===== src/rtl/mips_pkg.sv =====
// Shared constants for the multicycle MIPS control path:
// opcodes, functs, ALU selects, mux encodings and FSM states.
package mips_pkg;

    localparam logic [5:0] OP_RTYPE = 6'b000000;
    localparam logic [5:0] OP_LW    = 6'b100011;
    localparam logic [5:0] OP_SW    = 6'b101011;
    localparam logic [5:0] OP_BEQ   = 6'b000100;
    localparam logic [5:0] OP_J     = 6'b000010;
    localparam logic [5:0] OP_ADDI  = 6'b001000;

    localparam logic [5:0] FN_ADD = 6'b100000;
    localparam logic [5:0] FN_SUB = 6'b100010;
    localparam logic [5:0] FN_AND = 6'b100100;
    localparam logic [5:0] FN_OR  = 6'b100101;
    localparam logic [5:0] FN_SLT = 6'b101010;
    localparam logic [5:0] FN_NOR = 6'b100111;

    localparam logic [3:0] ALU_AND = 4'b0000;
    localparam logic [3:0] ALU_OR  = 4'b0001;
    localparam logic [3:0] ALU_ADD = 4'b0010;
    localparam logic [3:0] ALU_SUB = 4'b0110;
    localparam logic [3:0] ALU_SLT = 4'b0111;
    localparam logic [3:0] ALU_NOR = 4'b1100;

    localparam logic [1:0] SA_PC   = 2'b00;
    localparam logic [1:0] SA_A    = 2'b01;
    localparam logic [1:0] SA_RES  = 2'b10;
    localparam logic [1:0] SB_B    = 2'b00;
    localparam logic [1:0] SB_4    = 2'b01;
    localparam logic [1:0] SB_IMM  = 2'b10;
    localparam logic [1:0] SB_IMM2 = 2'b11;
    localparam logic [1:0] PC_ALU  = 2'b00;
    localparam logic [1:0] PC_BR   = 2'b01;
    localparam logic [1:0] PC_JMP  = 2'b10;

    typedef enum logic [3:0] {
        S_FETCH     = 4'd0,
        S_DECODE    = 4'd1,
        S_EXEC_R    = 4'd2,
        S_R_WB      = 4'd3,
        S_MEM_ADDR  = 4'd4,
        S_MEM_READ  = 4'd5,
        S_MEM_WB    = 4'd6,
        S_MEM_WRITE = 4'd7,
        S_BRANCH    = 4'd8,
        S_JUMP      = 4'd9,
        S_ADDI_EX   = 4'd10,
        S_ADDI_WB   = 4'd11,
        S_TRAP      = 4'd12
    } state_t;

endpackage


===== src/rtl/mips_multicycle_ctrl_alu_func_decode.sv =====
// R-type funct to ALU select; also flags unsupported functs.
module alu_func_decode
    import mips_pkg::*;
(
    input  logic [5:0] funct,
    output logic [3:0] alu_sel,
    output logic       legal
);

    always_comb begin
        alu_sel = ALU_ADD;
        legal   = 1'b1;
        case (funct)
            FN_ADD:  alu_sel = ALU_ADD;
            FN_SUB:  alu_sel = ALU_SUB;
            FN_AND:  alu_sel = ALU_AND;
            FN_OR:   alu_sel = ALU_OR;
            FN_SLT:  alu_sel = ALU_SLT;
            FN_NOR:  alu_sel = ALU_NOR;
            default: legal   = 1'b0;
        endcase
    end

endmodule


===== src/rtl/mips_multicycle_ctrl.sv =====
// Multicycle MIPS control FSM: sequences ALU, PC, IR, register
// file and memory port, one instruction per FETCH..writeback pass.
module mips_multicycle_ctrl
    import mips_pkg::*;
#(
    parameter bit ILLEGAL_TRAP = 1'b0
) (
    input  logic       clk,
    input  logic       rst_n,
    input  logic [5:0] opcode,
    input  logic [5:0] funct,
    input  logic       zero,
    input  logic       mem_ready,
    output logic       mem_read,
    output logic       mem_write,
    output logic       iord,
    output logic       ir_write,
    output logic       pc_en,
    output logic [1:0] pc_source,
    output logic [1:0] alu_src_a,
    output logic [1:0] alu_src_b,
    output logic [3:0] alu_sel,
    output logic       reg_write,
    output logic       reg_dst,
    output logic       mem_to_reg,
    output logic       illegal_instr,
    output logic [3:0] state_dbg
);

    state_t     state;
    state_t     next;
    logic [3:0] fn_sel;
    logic       fn_legal;

    alu_func_decode u_fdec (
        .funct   (funct),
        .alu_sel (fn_sel),
        .legal   (fn_legal)
    );

    always_ff @(posedge clk or negedge rst_n) begin
        if (!rst_n) state <= S_FETCH;
        else        state <= next;
    end

    assign state_dbg = state;

    // Outputs are forced low while reset is asserted, even in FETCH.
    always_comb begin
        next          = state;
        mem_read      = 1'b0;
        mem_write     = 1'b0;
        iord          = 1'b0;
        ir_write      = 1'b0;
        pc_en         = 1'b0;
        pc_source     = PC_ALU;
        alu_src_a     = SA_PC;
        alu_src_b     = SB_B;
        alu_sel       = ALU_AND;
        reg_write     = 1'b0;
        reg_dst       = 1'b0;
        mem_to_reg    = 1'b0;
        illegal_instr = 1'b0;
        if (rst_n) begin
            unique case (state)
                S_FETCH: begin
                    mem_read  = 1'b1;
                    alu_src_b = SB_4;
                    alu_sel   = ALU_ADD;
                    if (mem_ready) begin
                        ir_write = 1'b1;
                        next     = S_DECODE;
                    end
                end
                S_DECODE: begin
                    pc_en     = 1'b1;
                    alu_src_a = SA_RES;
                    alu_src_b = SB_IMM2;
                    alu_sel   = ALU_ADD;
                    case (opcode)
                        OP_RTYPE: illegal_instr = !fn_legal;
                        OP_LW, OP_SW, OP_BEQ, OP_J, OP_ADDI: ;
                        default:  illegal_instr = 1'b1;
                    endcase
                    if (illegal_instr)
                        next = ILLEGAL_TRAP ? S_TRAP : S_FETCH;
                    else if (opcode == OP_RTYPE) next = S_EXEC_R;
                    else if (opcode == OP_BEQ)   next = S_BRANCH;
                    else if (opcode == OP_J)     next = S_JUMP;
                    else if (opcode == OP_ADDI)  next = S_ADDI_EX;
                    else                         next = S_MEM_ADDR;
                end
                S_EXEC_R, S_R_WB: begin
                    alu_src_a = SA_A;
                    alu_sel   = fn_sel;
                    if (state == S_R_WB) begin
                        reg_write = 1'b1;
                        reg_dst   = 1'b1;
                        next      = S_FETCH;
                    end else begin
                        next = S_R_WB;
                    end
                end
                // Address selects stay up so the result register holds.
                S_MEM_ADDR, S_MEM_READ, S_MEM_WB, S_MEM_WRITE: begin
                    alu_src_a = SA_A;
                    alu_src_b = SB_IMM;
                    alu_sel   = ALU_ADD;
                    unique case (state)
                        S_MEM_ADDR:
                            next = (opcode == OP_SW) ? S_MEM_WRITE : S_MEM_READ;
                        S_MEM_READ: begin
                            mem_read = 1'b1;
                            iord     = 1'b1;
                            if (mem_ready) next = S_MEM_WB;
                        end
                        S_MEM_WRITE: begin
                            mem_write = 1'b1;
                            iord      = 1'b1;
                            if (mem_ready) next = S_FETCH;
                        end
                        default: begin
                            reg_write  = 1'b1;
                            mem_to_reg = 1'b1;
                            next       = S_FETCH;
                        end
                    endcase
                end
                S_BRANCH: begin
                    alu_src_a = SA_A;
                    alu_sel   = ALU_SUB;
                    pc_source = PC_BR;
                    pc_en     = zero;
                    next      = S_FETCH;
                end
                S_JUMP: begin
                    pc_source = PC_JMP;
                    pc_en     = 1'b1;
                    next      = S_FETCH;
                end
                S_ADDI_EX, S_ADDI_WB: begin
                    alu_src_a = SA_A;
                    alu_src_b = SB_IMM;
                    alu_sel   = ALU_ADD;
                    if (state == S_ADDI_WB) begin
                        reg_write = 1'b1;
                        next      = S_FETCH;
                    end else begin
                        next = S_ADDI_WB;
                    end
                end
                S_TRAP: next = S_TRAP;
                default: next = S_FETCH;
            endcase
        end
    end

endmodule


===== config.mk =====
export PLATFORM = sky130hd
export DESIGN_NAME = mips_multicycle_ctrl
export DESIGN_NICKNAME = d
export VERILOG_FILES = /design/src/rtl/mips_pkg.sv /design/src/rtl/mips_multicycle_ctrl_alu_func_decode.sv /design/src/rtl/mips_multicycle_ctrl.sv
export SDC_FILE = /design/constraint.sdc
export NUM_CORES = 1
export LEC_CHECK = 0
export BUFFER_PORTS_ARGS = -buffer_cell sky130_fd_sc_hd__buf_2
export CAP_MARGIN = 5
export CORE_MARGIN = 2
export CORE_UTILIZATION = 39
export CTS_BUF_LIST = sky130_fd_sc_hd__clkbuf_4 sky130_fd_sc_hd__clkbuf_8 sky130_fd_sc_hd__clkbuf_16
export DETAILED_ROUTE_END_ITERATION = 10
export HOLD_SLACK_MARGIN = 0.02
export PLACE_DENSITY = 0.75
export SLEW_MARGIN = 30
export SYNTH_ARGS = -nofsm -noshare
export SYNTH_HDL_FRONTEND = slang
export SYNTH_SLANG_ARGS = --single-unit

===== constraint.sdc =====
create_clock -name clk -period 1.6 [get_ports clk]
set_clock_uncertainty 0.1 [all_clocks]
set_input_delay 0.16 -clock clk [delete_from_list [all_inputs] [get_ports clk]]
set_output_delay 0.16 -clock clk [all_outputs]
set_load 0.05 [all_outputs]

==> results.ini, run 1 <==
[clock_tree]
cts.sinks = 4
numCtsBuffers = 3
cts_root_buf = clkbuf_4
htreeDepth = 1
cts_buffer_depth = 2

[sta]
endpoint_type = top-level output
worstEndpointGrtRepair = alu_sel[3]

[synth]
ys_warn_count = 0
synth_area_sq_um = 694
synth-async-reset-ratio_pct = 100
avgSynthCellArea_sq_um = 6.68
ys_ff_latch = 4
ys_types = 43
synth_area_leaders = dfrtp_1 (14%), nor3_1 (9.4%), o21ai_0 (7.2%), nor2_1 (5.4%), nand2_1 (3.8%)
synth_largest_area_cell = dfrtp_1
synth_top_area_share_pct = 14.4
synthCells = 104
syn_nets = 120
ys.flop_type = dfrtp_1
synth_edf_count = 0
yosysSeqAreaShare_pct = 14.4

[placement]
dpl.hpwl_microns = 2080
port-buffer-count = 38
dp_cells = 187
place_congestion = 0.833

[status]
error = [ERROR DPL-0033] detailed placement checks failed during check placement.
status = did not finish
stop_stage = global routing (5_1_grt)

[floorplanning]
ios = 39
die_w_microns = 46.2
initial_core_util_pct = 40.7
die_h_microns = 46.2
rows = 15

[global_routing]
antenna_found_initial = 0
grt_max_degree = 14

[kinds of logic after synthesis]
group	after synthesis	share of synthesized area (%)
xor+xnor	3	3.78
buf+inv	11	6.49
mux	2	3.06
fa+ha+maj	1	1.44
compound gates	28	27.4
simple gates	55	43.4
flops	4	14.4
[metrics by stage]
stage	area (sq um)	setup TNS [ps]	worst slack [ps]	hold WS (ps)	util [%]
after detailed placement	1330	-280	-126	228	77.8
after global placement	1330	-133	-87.2	216	77.8
after floorplan	977	-2450	-390	-236	-
after CTS	1520	-1740	-144	209	88.9
[cells in the mapped netlist, drive strengths merged, types with 2 or more instances]
| master | instances |
|---|---|
| nand3 | 2 |
| xor2 | 2 |
| a21oi | 5 |
| nand4 | 2 |
| nand2b | 5 |
| nand3b | 3 |
| and3 | 2 |
| inv | 2 |
| clkbuf | 5 |
| nand2 | 7 |
| nor2 | 10 |
| buf | 4 |
| o21ai | 10 |
| nor2b | 2 |
| dfrtp | 4 |
| nor3 | 13 |
| and2 | 3 |
[repair_timing]
action                                  4_1_cts
hold buffers                                  1
gates resized for setup                      42
buffers inserted                              3
pin swaps                                     7
endpoints found under the setup margin       19
endpoints found under the hold margin         4
gates cloned                                  0
==> inputs of run 2 (changes only) <==
- CORE_AREA: unset -> 2 2 63 65
- CORE_MARGIN: 2 -> unset
- CORE_UTILIZATION: 39 -> unset
- CTS_BUF_LIST: sky130_fd_sc_hd__clkbuf_4 sky130_fd_sc_hd__clkbuf_8 sky130_fd_sc_hd__clkbuf_16 -> unset
- DIE_AREA: unset -> 0 0 65 67
- HOLD_SLACK_MARGIN: 0.02 -> unset
- PLACE_DENSITY: 0.75 -> unset
- PLACE_DENSITY_LB_ADDON: unset -> 0.15
- clock period: 1.6 -> 2.08 ns (I/O delays scaled with it)
==> run 2 against run 1 <==
  * The run now ends clean
  * Synthesized cell count unchanged
  * Area after synthesis is the same
==> results.ini, run 2 <==
[cells_and_area]
fillers = 403
fin_nets = 160
finish.utilization_pct = 31.6
fin_cells = 191
layout_commonest_cell = buf_2
largest_reg_flops = 4
drive_gt1_share_pct = 51.7
area_growth_pct = 64.0
layout_common_cells = buf_2 (37), o21ai_0 (10), nand2_1 (7)
insertedDiodeCount = 0

[synth]
synth-async-reset-ratio_pct = 100
synth_largest_area_cell = dfrtp_1
synth_area_sq_um = 694
ys_top_cells_by_count = nor3_1 (13), nor2_1 (10), o21ai_0 (10)
ys_ff_latch = 4
ys.flop_type = dfrtp_1
synth_area_leaders = dfrtp_1 (14%), nor3_1 (9.4%), o21ai_0 (7.2%), nor2_1 (5.4%), nand2_1 (3.8%)
yosysSeqAreaShare_pct = 14.4
avgSynthCellArea_sq_um = 6.68
syn_nets = 120
synth_edf_count = 0
ys_types = 43
synth_top_area_share_pct = 14.4
ys_warn_count = 0
synthCells = 104
yosys.cell_count.top_type = nor3_1

[floorplanning]
die_h_microns = 67
die_w_microns = 65
ios = 39
rows = 22
die_area_sq_um = 4360
initial_core_util_pct = 19.3
core-area_sq_um = 3610

[sta]
setup_viol = 0
finalCritPeriodShare_pct = 95.6
slew_headroom_pct = 73.4
period_needed_ps = 1990
clock.fmax_ghz = 0.503
finalMaxSlewViolations = 0
setup_tns_ps = 0
worst_pin_slew_ps = 394
grt_setup_unrepaired = false
finalHoldViolCount = 0

[global_routing]
globalRoute.totalOverflow = 0
antenna_found_initial = 0
track_usage_pct = 11.5
grt_pass1_vias = 868
grt_max_degree = 19
grt_first_pass_wirelength_microns = 3870

[clock_tree]
numCtsBuffers = 3
cts_tree = built
htreeDepth = 1
cts.sinks = 4
cts_root_buf = clkbuf_8
cts_buffer_depth = 2
clk_pin_slew_ps = 30
clk_latency_ps = 220

[pwr]
p_leak_nw = 0.493
power_density_nw_per_um2 = 1190
ir_drop_mv = 0.390
p_total_mw = 1.35
intPower_uw = 550
p_clk_share_pct = 13.1
p_switching_uw = 801
swShare_pct = 59.3
seq_power_share_pct = 11.9
combinationalPowerShare_pct = 74.9

[routing]
drtIter0Drc = 34
postRouteAntennaNets = 0
first_pass_iters = 4
avgViaCountPerCell = 4.68
avgRoutedWirePerCell_microns = 12.0
num_vias = 893
drc = 0
wirelength_microns = 2300

[placement]
place_congestion = 0.808
dpl.hpwl_microns = 1840
port-buffer-count = 38
dp_cells = 186

[status]
status = complete, no violations

[critical_path]
worst_ep_required_time_ps = 1770
critPathMaxFanout = 16
endpoint_kind = output pin
worst-setup-path-type = flip-flop to output pin
start_kind = flip-flop
arrival_ps = 1680

[worst_hold_path]
hold_class = input pin to flip-flop

[job]
max-cap-violations = 0

==> run 2: cell counts after synthesis <==
Identical to the previous run, type by type.
==> run 2: kinds of logic (layout without fill, tap and decap cells) <==
family | after synthesis | after routing | synth area share (%)
mux | 2 | 2 | 3.06
compound gates | 28 | 28 | 27.4
buf+inv | 11 | 50 | 6.49
flops | 4 | 4 | 14.4
xor+xnor | 3 | 3 | 3.78
fa+ha+maj | 1 | 1 | 1.44
simple gates | 55 | 55 | 43.4
==> run 2: area by class of cell <==
type	instances	area, sq um	share of cell area, %
clock buffers	4	45.0	3.96
inverters	2	7.51	0.659
multi-input cells	89	682	59.9
flip-flops and latches	4	104	9.12
well taps	48	60.1	5.27
repair buffers	44	240	21.1
==> run 2: power groups by stage <==
| stage | clock (mW) | combinational (mW) | sequential (mW) |
|---|---|---|---|
| global route | 0.193 | 1.09 | 0.170 |
| global placement | 0 | 1.02 | 0.161 |
| CTS | 0.181 | 1.02 | 0.161 |
| detailed placement | 0 | 1.02 | 0.162 |
| finish | 0.177 | 1.01 | 0.161 |
| floorplan | 0 | 0.741 | 0.221 |
==> run 2: layer usage <==
| layer | vias up | global-route usage [%] | wire length (microns) |
|---|---|---|---|
| met1 | 401 | 13.4 | 1060 |
| li1 | 464 | - | - |
| met2 | 25 | 20.2 | 1100 |
| met4 | 0 | 5.85 | 32 |
| met3 | 3 | 2.03 | 105 |
| met5 | - | 0 | 0 |
==> run 2: metrics by stage <==
step,hold WS (ps),area (sq um),setup WS (ps)
floorplan,-188,840,-105
global placement,28.3,1080,254
detailed placement,27.9,1080,250
CTS,236,1130,33.0
global route,254,1140,13.8
finish,225,1140,91.0
==> run 2: path summary, 6_finish.rpt <==
kind,from,endpoint,slack (ps),cells past startpoint
min,opcode[1],state_dbg[0]$_DFFE_PN0P_,230,3
min reg2reg,state_dbg[2]$_DFFE_PN0P_,state_dbg[0]$_DFFE_PN0P_,550,3
min in group asynchronous,rst_n,state_dbg[0]$_DFFE_PN0P_,500,2
max in group asynchronous,rst_n,state_dbg[3]$_DFFE_PN0P_,1200,2
max reg2reg,state_dbg[2]$_DFFE_PN0P_,state_dbg[1]$_DFFE_PN0P_,360,6
max,state_dbg[1]$_DFFE_PN0P_,illegal_instr,90,4
==> run 2: what timing repair did <==
action	CTS	global route
buffers inserted	0	0
gates resized for setup	0	2
setup endpoints to repair	0	1
hold buffers	1	0
hold endpoints to repair	4	0
==> run 2: critical path, cell delays in order (launching register included) <==
cell,delay (ps)
dfrtp_2,500
nor2_1,240
and3_1,300
nor2b_4,160
buf_2,250
(Power assumes the default switching activity.)
==> inputs of run 3 (changes only) <==
==> constraint.sdc (replaced) <==
create_clock -name clk -period 2.08 [get_ports clk]
set_clock_uncertainty 0.1 [all_clocks]
set_input_delay 0.312 -clock clk [delete_from_list [all_inputs] [get_ports clk]]
set_output_delay 0.312 -clock clk [all_outputs]
set_load 0.05 [all_outputs]
==> run 3 against run 2 <==
  * Sequential power increased by 4%
  * Highest routed layer unchanged
  * Utilization up 0.66 points
  * Die area stayed put
  * Fmax is 1.9% lower
  * Non-clock buffer count grew 1
  * Global-route usage shrank 0.77 points
  * Combinational power about the same
  * Register-to-register slack got worse by 130 ps
  * Cell count did not move
  * Setup slack worse by 39 ps
  * Critical path depth did not move
  * Clock-buffer cell count is 1 lower
==> results.ini, run 3 (synthesized netlist as in run 2, its figures left out) <==
[critical_path]
crit_family = flip-flops
worst_ep_required_time_ps = 1670
path_cells = nand2b_1 > mux2_2 > nor2_2 > clkbuf_4
path_buf_inv = 1
cp.depth = 4
arrival_ps = 1620
critPathMaxFanout = 12
cpMaxStageDelayCell = dfrtp_2
endpoint_kind = output pin
worst-setup-path-type = flip-flop to output pin
worst_r2r_path_depth = 6
cp_slowest_stage_delay_ps = 490
start_kind = flip-flop

[pwr]
p_leak_nw = 0.496
ir_drop_mv = 0.515
power_density_nw_per_um2 = 1170

[floorplanning]
initial_core_util_pct = 19.3
die_w_microns = 65
ios = 39
rows = 22
die_h_microns = 67
die_area_sq_um = 4360
core-area_sq_um = 3610

[placement]
dpl.hpwl_microns = 1830
postPlaceCellArea_sq_um = 1090
port-buffer-count = 38
place_congestion = 0.759
pre_cts_slack_ps = 70.5

[global_routing]
grt_max_degree = 17
grt_first_pass_wirelength_microns = 3590
track_usage_pct = 10.7
grt_pass1_vias = 803
globalRoute.totalOverflow = 0
antenna_found_initial = 0

[clock_tree]
post_cts_buffers = 0
clk_pin_slew_ps = 30
htreeDepth = 1
cts_tree = built
cts_root_buf = clkbuf_8
cts_buffer_depth = 2
cts.sinks = 4
clk_latency_ps = 210
numCtsBuffers = 3

[routing]
drc = 0
num_vias = 906
first_pass_iters = 4
drtIter0Drc = 41
avgRoutedWirePerCell_microns = 12.2
postRouteAntennaNets = 0
avgViaCountPerCell = 4.74
wirelength_microns = 2330

[sta]
finalHoldViolCount = 0
grt_setup_unrepaired = false
period_needed_ps = 2030
setup_viol = 0
worst_pin_slew_ps = 439
clock.fmax_ghz = 0.493
setup_ws_ps = 51.9
finalMaxSlewViolations = 0
slew_headroom_pct = 70.4
finalCritPeriodShare_pct = 97.5

[cells_and_area]
insertedDiodeCount = 0
area_growth_pct = 67.4
layout_commonest_cell = buf_2
finish.utilization_pct = 32.2
layout_common_cells = buf_2 (35), o21ai_0 (10), nand2_1 (7), buf_4 (7)
drive_gt1_share_pct = 53.8
fin_area_sq_um = 1160
fin_nets = 161
largest_reg_flops = 4

[status]
status = complete, no violations

[worst_hold_path]
whs_path_depth = 3
hold_class = input pin to flip-flop

[job]
max-cap-violations = 0

==> run 3: cell counts in the layout (fill, tap and decap cells not counted) <==
Identical to the previous run, type by type.
==> run 3: stage by stage <==
step	TNS (ps)	power (mW)	hold WS, ps	std cells
after CTS	0	1.36	317	191
after global placement	0	1.18	135	187
after global routing	0	1.45	340	191
after detailed placement	0	1.18	129	187
final	0	1.36	318	191
after floorplan	-113	0.987	-83.6	104
==> run 3: layout make-up <==
| cell class | instances | area [sq um] |
|---|---|---|
| Multi-Input combinational cell | 89 | 696 |
| Timing Repair Buffer | 45 | 253 |
| Inverter | 2 | 7.51 |
| Sequential cell | 4 | 105 |
| Clock buffer | 3 | 41.3 |
| Fill cell | 408 | 2440 |
| Tap cell | 48 | 60.1 |
==> run 3: where the power goes <==
group	switching, mW	internal, mW
registers	0.0591	0.108
logic	0.710	0.317
clock network	0.0377	0.123
total	0.807	0.548
==> run 3: final timing paths <==
kind / from / end / slack (ps)
max in group asynchronous: rst_n / state_dbg[0]$_DFFE_PN0P_ / 1090
min in group asynchronous: rst_n / state_dbg[3]$_DFFE_PN0P_ / 600
hold / removal: opcode[1] / state_dbg[0]$_DFFE_PN0P_ / 320
setup / recovery: state_dbg[3]$_DFFE_PN0P_ / reg_write / 50
setup reg to reg: state_dbg[2]$_DFFE_PN0P_ / state_dbg[1]$_DFFE_PN0P_ / 230
hold reg to reg: state_dbg[2]$_DFFE_PN0P_ / state_dbg[0]$_DFFE_PN0P_ / 630
==> run 3: worst min-delay path: cells and delay by family <==
kind	cells	cell delay [ps]
buf+inv	1	140
simple gates	1	70
compound gates	1	60
==> run 3: metal layers <==
metal	GRT usage [%]	share of wire (%)	vias to the layer above
met2	18.0	49	29
met4	4.79	0.82	0
li1	-	-	458
met3	0.338	5.1	2
met1	14.3	45	417
met5	0	0	-
==> run 3: what timing repair did <==
action | CTS | global route
setup endpoints to repair | 2 | 3
cloned | 0 | 0
endpoints found under the hold margin | 4 | 0
hold buffers | 1 | 0
resized for setup | 2 | 4
==> inputs of run 4 (changes only) <==
- HOLD_SLACK_MARGIN: unset -> 0.05
- RECOVER_POWER: unset -> 100
==> run 4 against run 3 <==
  * Critical path type unchanged
  * Clock-buffer cell count is the same
  * Routed wire length down 0.56%
  * Clock power about the same
  * Critical endpoint unchanged
==> results.ini, run 4 (synthesized netlist as in run 2, its figures left out) <==
[placement]
dpl.hpwl_microns = 1830
postPlaceCellArea_sq_um = 1090
place_congestion = 0.759
pre_cts_slack_ps = 70.5
dp_cells = 187
port-buffer-count = 38

[sta]
setup_ws_ps = 51.1
hold_slack_ps = 318
finalCritPeriodShare_pct = 97.5
period_needed_ps = 2030
worst_pin_slew_ps = 591
finalMaxSlewViolations = 0
finalHoldViolCount = 0
setup_viol = 0
slew_headroom_pct = 60.8
clock.fmax_ghz = 0.493
grt_setup_unrepaired = false

[global_routing]
antenna_found_initial = 0
grt_max_degree = 17
track_usage_pct = 10.7
grt_first_pass_wirelength_microns = 3590
grt_pass1_vias = 803
globalRoute.totalOverflow = 0

[clock_tree]
clk_latency_ps = 220
numCtsBuffers = 3
clk_pin_slew_ps = 30
cts_root_buf = clkbuf_8
cts_tree = built
post_cts_buffers = 0
cts_buffer_depth = 2
htreeDepth = 1
cts.sinks = 4

[routing]
avgViaCountPerCell = 4.73
drc = 0
postRouteAntennaNets = 0
first_pass_iters = 4
num_vias = 903
drtIter0Drc = 58
wirelength_microns = 2320
avgRoutedWirePerCell_microns = 12.1

[worst_hold_path]
whs_path_depth = 3
min_to = state_dbg[0]$_DFFE_PN0P_
hold_class = input pin to flip-flop
hp-start = opcode[1]

[pwr]
p_clk_share_pct = 12.0
intPower_uw = 538
p_switching_uw = 805
ir_drop_mv = 0.515
combinationalPowerShare_pct = 75.6
power_density_nw_per_um2 = 1170
seq_power_share_pct = 12.5
swShare_pct = 59.9
p_leak_nw = 0.470

[critical_path]
worst_ep_required_time_ps = 1670
start_kind = flip-flop
critPathMaxFanout = 12
r2r_setup_slack_ps = 130
r2r_end = state_dbg[1]$_DFFE_PN0P_
worst_r2r_path_depth = 6
arrival_ps = 1620
worst-setup-path-type = flip-flop to output pin
endpoint_kind = output pin
r2r-start = state_dbg[2]$_DFFE_PN0P_

[cells_and_area]
largest_reg_flops = 4
fin_cells = 191
layout_commonest_cell = buf_2
insertedDiodeCount = 0
fillers = 410
fin_area_sq_um = 1150
seqCellArea_sq_um = 105
area_growth_pct = 65.9
layout_common_cells = buf_2 (17), clkbuf_2 (14), o21ai_0 (10)
finish.utilization_pct = 32.0
multi_input_area_sq_um = 691
drive_gt1_share_pct = 50.3
fin_nets = 161

[floorplanning]
initial_core_util_pct = 19.3
die_h_microns = 67
ios = 39
rows = 22
die_area_sq_um = 4360
core-area_sq_um = 3610
die_w_microns = 65

[job]
max-cap-violations = 0

[status]
status = complete, no violations

[run 4: changes by cell type in the layout (fill, tap and decap cells not counted), sizes merged]
cell,delta
buf,-19
clkbuf,+19
[run 4: how the worst max path moves through the flow]
stage / from / to / slack (ps) / depth (start not counted)
6_report: state_dbg[3]$_DFFE_PN0P_ / reg_write / 50 / 4
3_5_place_dp: funct[0] / illegal_instr / 70 / 7
4_1_cts: state_dbg[3]$_DFFE_PN0P_ / reg_write / 30 / 4
5_1_grt: state_dbg[1]$_DFFE_PN0P_ / illegal_instr / 1 / 4
2_1_floorplan: state_dbg[1]$_DFFE_PN0P_ / ir_write / -60 / 4
3_3_place_gp: funct[0] / illegal_instr / 70 / 7
[run 4: power by group through the flow]
| stage | clock, mW | combinational [mW] | sequential (mW) |
|---|---|---|---|
| 4_1_cts | 0.165 | 1.03 | 0.164 |
| 6_report | 0.161 | 1.01 | 0.167 |
| 2_1_floorplan | 0 | 0.762 | 0.225 |
| 3_5_place_dp | 0 | 1.02 | 0.165 |
| 3_3_place_gp | 0 | 1.02 | 0.165 |
| 5_1_grt | 0.170 | 1.09 | 0.173 |
[run 4: worst max-delay path: stages, from the launching register on]
cell and delay [ps]:
dfrtp_2 490, nand2b_1 280, mux2_2 320, nor2_2 80
clkbuf_4 230
[run 4: final cells by class]
cell class	count	area share (%)
timing repair buffer	45	21.5
sequential	4	9.12
clock buffer	3	3.58
multi-input combinational	89	59.9
inverter	2	0.651
tap	48	5.21
[run 4: timing repair]
action / CTS / global route
hold buffers: 1 / 0
gates resized for setup: 2 / 4
endpoints found under the setup margin: 2 / 3
endpoints found under the hold margin: 4 / 0
[run 4: per-layer routing]
layer	routed length [microns]	vias to the layer above	GRT usage, %	part of all wire, %
li1	-	457	-	-
met1	989	415	14.3	43
met2	1150	29	18.0	50
met3	158	2	0.338	6.8
met4	19	0	4.79	0.82
met5	0	-	0	0
[run 4: stage by stage]
stage | total power [mW] | setup TNS (ps)
2_1_floorplan | 0.987 | -113
3_5_place_dp | 1.18 | 0
6_report | 1.34 | 0
3_3_place_gp | 1.18 | 0
4_1_cts | 1.36 | 0
5_1_grt | 1.43 | 0
